`config.mk`:
```
export PLATFORM = sky130hd
export DESIGN_NAME = dda_host_link
export DESIGN_NICKNAME = d
export VERILOG_FILES = /design/src/rtl/dda_host_link.sv
export SDC_FILE = /design/constraint.sdc
export NUM_CORES = 1
export LEC_CHECK = 0
export ABC_AREA = 1
export CAP_MARGIN = 20
export CORE_AREA = 2 2 116 118
export CTS_CLUSTER_DIAMETER = 200
export DETAILED_ROUTE_END_ITERATION = 10
export DIE_AREA = 0 0 118 120
export PLACE_DENSITY_LB_ADDON = 0.15
export SYNTH_ARGS = -nofsm -noshare
export SYNTH_HDL_FRONTEND = slang
export SYNTH_SLANG_ARGS = --single-unit
```
`constraint.sdc`:
```
create_clock -name clk -period 5.71 [get_ports clk]
set_clock_uncertainty 0.1 [all_clocks]
set_input_delay 1.4275 -clock clk [delete_from_list [all_inputs] [get_ports clk]]
set_output_delay 1.4275 -clock clk [all_outputs]
set_load 0.03 [all_outputs]
```
`src/rtl/dda_host_link.sv`:
```
// rtl/dda_host_link.sv - byte command front end between the UART and the posit DDA core
//
// Purpose: parses host bytes into parameter-slot writes and run/halt control,
// and streams a frozen (x, y) snapshot back to the UART transmitter.
//
// Ports:
//   clk, rst            clock; synchronous active-high reset
//   rx_valid, rx_byte   one-cycle strobe and received byte
//   tx_busy             UART transmitter busy
//   tx_start, tx_byte   one-cycle transmit strobe; byte held until the next strobe
//   x, y                DDA state inputs
//   params              REG_SIZE packed N-bit slots (0=icx, 1=icy, 2=k, 3=d)
//   en_dda              DDA enable
//   cmd_err             one-cycle error pulse per offending byte
module dda_host_link #(
  parameter int N        = 16,
  parameter int REG_SIZE = 4
) (
  input  logic                  clk,
  input  logic                  rst,
  input  logic                  rx_valid,
  input  logic [7:0]            rx_byte,
  input  logic                  tx_busy,
  output logic                  tx_start,
  output logic [7:0]            tx_byte,
  input  logic [N-1:0]          x,
  input  logic [N-1:0]          y,
  output logic [REG_SIZE*N-1:0] params,
  output logic                  en_dda,
  output logic                  cmd_err
);

  localparam logic [2:0] S_IDLE    = 3'd0;
  localparam logic [2:0] S_GET_HI  = 3'd1;
  localparam logic [2:0] S_GET_LO  = 3'd2;
  localparam logic [2:0] S_SEND    = 3'd3;
  localparam logic [2:0] S_WAIT_HI = 3'd4;
  localparam logic [2:0] S_WAIT_LO = 3'd5;

  logic [2:0]     state;
  logic [1:0]     idx;
  logic [7:0]     shadow;
  logic [2*N-1:0] snap;
  logic [1:0]     cnt;
  logic [N-1:0]   slots [REG_SIZE];

  function automatic logic [N-1:0] reset_val(input int i);
    case (i)
      0:       reset_val = N'(16'hC000);
      1:       reset_val = N'(16'h14CD);
      default: reset_val = N'(16'h14DD);
    endcase
  endfunction

  always_ff @(posedge clk) begin
    if (rst) begin
      state    <= S_IDLE;
      idx      <= 2'd0;
      shadow   <= 8'd0;
      snap     <= '0;
      cnt      <= 2'd0;
      en_dda   <= 1'b1;
      tx_start <= 1'b0;
      tx_byte  <= 8'd0;
      cmd_err  <= 1'b0;
      for (int i = 0; i < REG_SIZE; i++) slots[i] <= reset_val(i);
    end else begin
      tx_start <= 1'b0;
      cmd_err  <= 1'b0;
      case (state)
        S_IDLE: begin
          if (rx_valid) begin
            case (rx_byte[7:6])
              2'b00: begin
                idx   <= rx_byte[1:0];
                state <= S_GET_HI;
              end
              2'b01: begin
                snap  <= {x, y};
                cnt   <= 2'd0;
                state <= S_SEND;
              end
              2'b10:   en_dda  <= rx_byte[0];
              default: cmd_err <= 1'b1;
            endcase
          end
        end
        S_GET_HI: begin
          if (rx_valid) begin
            shadow <= rx_byte;
            state  <= S_GET_LO;
          end
        end
        S_GET_LO: begin
          // Whole word lands in one cycle so params never shows a half-written slot.
          if (rx_valid) begin
            if (int'(idx) < REG_SIZE) slots[idx] <= N'({shadow, rx_byte});
            else                      cmd_err    <= 1'b1;
            state <= S_IDLE;
          end
        end
        S_SEND: begin
          if (rx_valid) cmd_err <= 1'b1;
          if (!tx_busy) begin
            tx_start <= 1'b1;
            tx_byte  <= snap[2*N-1 -: 8];
            snap     <= snap << 8;  // next byte moves to the top of the frozen snapshot
            state    <= S_WAIT_HI;
          end
        end
        S_WAIT_HI: begin
          if (rx_valid) cmd_err <= 1'b1;
          if (tx_busy) state <= S_WAIT_LO;
        end
        S_WAIT_LO: begin
          if (rx_valid) cmd_err <= 1'b1;
          if (!tx_busy) begin
            cnt   <= cnt + 2'd1;
            state <= (cnt == 2'd3) ? S_IDLE : S_SEND;
          end
        end
        default: state <= S_IDLE;
      endcase
    end
  end

  for (genvar g = 0; g < REG_SIZE; g++) begin : g_params
    assign params[g*N +: N] = slots[g];
  end

endmodule

```
# Yosys cells after proc, flatten, opt, wreduce, memory -nomap -nowiden
# Memory sizes are Yosys's and may differ from the RTL's.
# Cells that the tools add are included.
# word_totals
register_bits,58
ramBits,64
elab_cells,77
memories,1
# classes
addsub,1
eq_ne,16
muxes,33
bitwise,2
n_reduce_logical,15
# mem_list
memory,words,width,read_ports,rd_ports_with_merged_regs,write_ports,line_no,text
slots,4,16,4,0,4,45,logic [N-1:0] slots [REG_SIZE];
# op_table
cell,n
2-to-1 mux 32 bit,3
2-to-1 mux 16 bit,4
one-hot mux 32 bit (2 select lines),1
2-to-1 mux 3 bit,6
one-hot mux 3 bit (6 select lines),1
OR reduction 16 bit,1
inequality test 2 bit (second input constant),6
2-to-1 mux 1 bit,10
2-to-1 mux 2 bit,5
AND reduction 4 bit,2
AND reduction 7 bit,1
== test 3 x 2 -> 1 bit (second input constant),2
== test 3 bit (second input constant),2
one-hot mux 3 bit (2 select lines),1
AND reduction 3 bit,2
OR reduction 3 bit,2
== test 2 bit (second input constant),2
one-hot mux 2 bit (2 select lines),1
AND reduction 2 bit,2
nonzero test 2 bit,2
== test 3 x 1 -> 1 bit (second input constant),1
logical NOT 3 bit,1
inequality test 3 x 1 -> 1 bit (second input constant),1
adder 2 x 1 -> 2 bit (second input constant),1
other kinds (6),7

# Depth between registers and ports, before layout
# depth
depth_word,6
ltp_mapped,9
depth_no_buf,8

# Least setup slack after synthesis
# Ideal clock, no wire load.
# synth_timing
kind,input-to-reg
start,in rx_valid
end,mem slots[3][0] (enable)
setup_ns,0.414
t_arrival_ns,2.864
required_ns,5.196
slack_ns,2.332
stages,2
path_buffers,0
cell_sequence,nand4_4 -> o31ai_1
# synth_rtl
element,line_no,text
"start, declared",21,"input logic rx_valid,"
"end, declared",45,

==> summary.md <==
| Metric | Value |
|---|---|
| Most frequent cells in the layout | `nand2_1 (154), clkdlybuf4s50_1 (118), edfxtp_1 (64), dfxtp_1 (58), nor2_1 (55)` |
| Cell family with most CP delay | `buffers and inverters` |
| Post-DP HPWL | `about 8.3 mm` |
| GRT Overall Usage | `17.4%` |
| Hold-fix buffer count after cts | `0` |
| Total Wirelength | `11.9 mm` |
| Final setup vio count | `0` |
| Reg power frac | `between 40% and 50%` |
| Post-Synth Simple-Gate Area | `25.8%` |
| Area of the multi-input gates | `between 1500 and 2000 µm²` |
| CTS tree | `built` |
| Crit Path Class | `in2reg` |
| Main combinational cell family by area after synthesis | `simple AND/OR/NAND/NOR gates` |
| Yosys cell types | `28` |
| Outcome | `completed` |
| Area Overhead vs Synth | `35.5%` |
| Vias in the first global route | `3965` |
| Most common cell after layout, fill and taps aside | `nand2_1` |
| Fmax | `281 MHz` |
| Pint | `approximately 0.0016 W` |
| Pre-antenna DRT Iters | `4` |
| Arrival @ worst endpoint | `3490 ps` |
| FP Rows | `42` |
| Slew Limit Fails | `0` |
| Compound-cell area share of the yosys netlist | `6.67%` |
| PostCTS Resize Cnt | `0` |
| Area share of fa/ha/maj cells after synthesis | `0.249%` |
| Worst-Margin Slew | `806 ps` |
| Antenna violations before repair | `0` |
| P_sw | `0.000564 W` |
| Register Area | `3080 µm²` |
| Pwr per Cell Area | `318 nW/µm²` |
| Drt wl/cell | `14.1 µm` |
| Seq/Total Area, Yosys | `61.3%` |
| Setup TNS | `0 ps` |
| Core footprint | `13000 µm²` |
| Syn_nets | `583` |
| IO Count | `119` |
| CP Launch Type | `input pin` |
| Slowest-stage cell, CP | `nand2_1` |
| Clock sinks | `about 120` |
| CP bufs+invs | `3` |
| Minimum clock period | `about 3600 ps` |
| Root Driver | `clkbuf_16` |
| H-tree depth | `4` |
| RSZ-0062 raised after global routing | `no` |
| Die height | `120 µm` |
| Filler cells | `1225` |
| Post-Synth XOR/XNOR Area | `0%` |
| Worst EP required | `~5600 ps` |
| Crit path cell chain | `clkdlybuf4s50_1 -> buf_4 -> inv_1 -> nand2_1` |
| Synth Warn # | `0` |
| Max_slew headroom | `46.0%` |
| Largest net degree at the start of global routing | `40` |
| GPL Wtd Cong | `0.849` |
| Clock tree buffer depth | `2` |
| Initial Utilization | `approximately two fifths` |
| Post-route ant nets | `0` |
| Layout cells sized above 1 | `9.16%` |
| Synth Instances | `538` |
| Port Buffers | `118` |
| Max FO, Critical Path | `39` |
| Hold slack | `359 ps` |
| R2r setup slk | `3200 ps` |
| Mux contribution to synthesized area | `0%` |
| DR iter-0 viols | `~240` |
| CTS Buf Count | `17` |
| Total global routing overflow | `0` |
| Period utilization | `62.3%` |
| Clock Power Share | `a little over two fifths` |
| VDD IR-drop max | `151 µV` |
| Register clock-pin slew on the reported worst setup and hold paths | `50 ps` |
| Finished Core Util | `52.5%` |
| Leakage power | `roughly 2.5 nW` |
| Max-Cap Viols | `0` |
| Nature of the critical path endpoint | `register` |
| Clk_lat worst skew | `410 ps` |
| First-pass GRT wire length | `19.4 mm` |
| Vias after detailed routing | `4017` |
| Sw Share | `26.1%` |
| Logic pwr share | `between 10 and 15%` |
| Layout Nets | `698` |
| CP max stage delay | `690 ps` |
| Post-CTS Setup Bufs | `0` |
| Avg Cell Area, Syn | `9.34 µm²` |
| Final Hold Fails | `0` |
| # DRC | `0` |
| Vias per std cell | `4.77` |
| N_diodes | `0` |
| Hold WC Path Type | `reg2reg` |
| Die footprint | `between 10000 and 15000 µm²` |
| Mapped Area | `5030 µm²` |
| Die Wd | `between 100 and 150 µm` |
| Number of synthesized register bits | `122` |
==> worst paths after layout <==
kind,start,endpoint,cells past startpoint
worst max-delay path,rst,slots[1][5],4
worst min-delay path,snap[9],snap[9],2
worst max register to register,state[1],snap[6],7
worst min register to register,snap[9],snap[9],2
==> logic make-up (layout without fill, tap and decap cells) <==
kind of cell             after synthesis  in the layout
adder cells (fa/ha/maj)                1              1
buffers and inverters                 64            192
AO/OA/AOI/OAI                         65             65
AND/OR/NAND/NOR                      286            286
flip-flops                           122            122
==> cells in the mapped netlist (all sizes together) <==
master	n	area, µm²
ha	1	12.5
clkbuf	6	22.5
nor3	7	40.0
buf	18	125
o211ai	2	15.0
nand2	158	618
dfxtp	58	1160
a21oi	43	215
o31ai	1	7.51
a211oi	1	7.51
nor2	71	344
nand3	35	188
nand4	15	109
edfxtp	64	1920
o21ai	18	90.1
inv	40	150
==> worst min-delay path, delay by kind of cell (launching register included) <==
family	cells	cell delay, ps
AOI/OAI and AO/OA	1	50
DFF	1	300
and+or+nand+nor	1	60
==> registers in the layout, indices dropped and copies added (netlist names) <==
signal,flops
slots,64
snap,32
shadow,8
tx_byte,8
state,3
cnt,2
idx,2
cmd_err,1
en_dda,1
tx_start,1
==> power groups by stage <==
stage               combinational (W)  clock (W)  sequential, W
floorplan                    0.000143          0        0.00103
global placement             0.000263          0        0.00100
detailed placement           0.000266          0        0.00100
CTS                          0.000267   0.000934       0.000983
global route                 0.000291   0.000972       0.000987
finish                       0.000265   0.000915       0.000984
==> metrics by stage <==
step	total power, W	cells	setup WS (ps)	area (µm²)
final	0.00216	842	2150	6810
after detailed placement	0.00127	810	1710	6300
after global placement	0.00126	810	1780	6300
after CTS	0.00218	842	2120	6810
after global routing	0.00225	842	2010	6810
after floorplan	0.00117	538	2330	5030
==> area by class of cell <==
| type | count | area share, % |
|---|---|---|
| sequential | 122 | 45.2 |
| tap | 176 | 3.23 |
| inverter | 40 | 2.20 |
| clock inverter | 14 | 1.23 |
| timing repair buffer | 120 | 17.6 |
| multi-input combinational | 352 | 24.2 |
| clock buffer | 18 | 6.30 |
==> per-layer routing <==
metal	global-route usage [%]	up-vias	routed length (µm)
met5	0	-	0
met4	6.70	0	200
met3	5.28	14	649
met2	29.5	127	5860
met1	20.8	1864	5190
li1	-	2012	-
(Power assumes the default switching activity.)
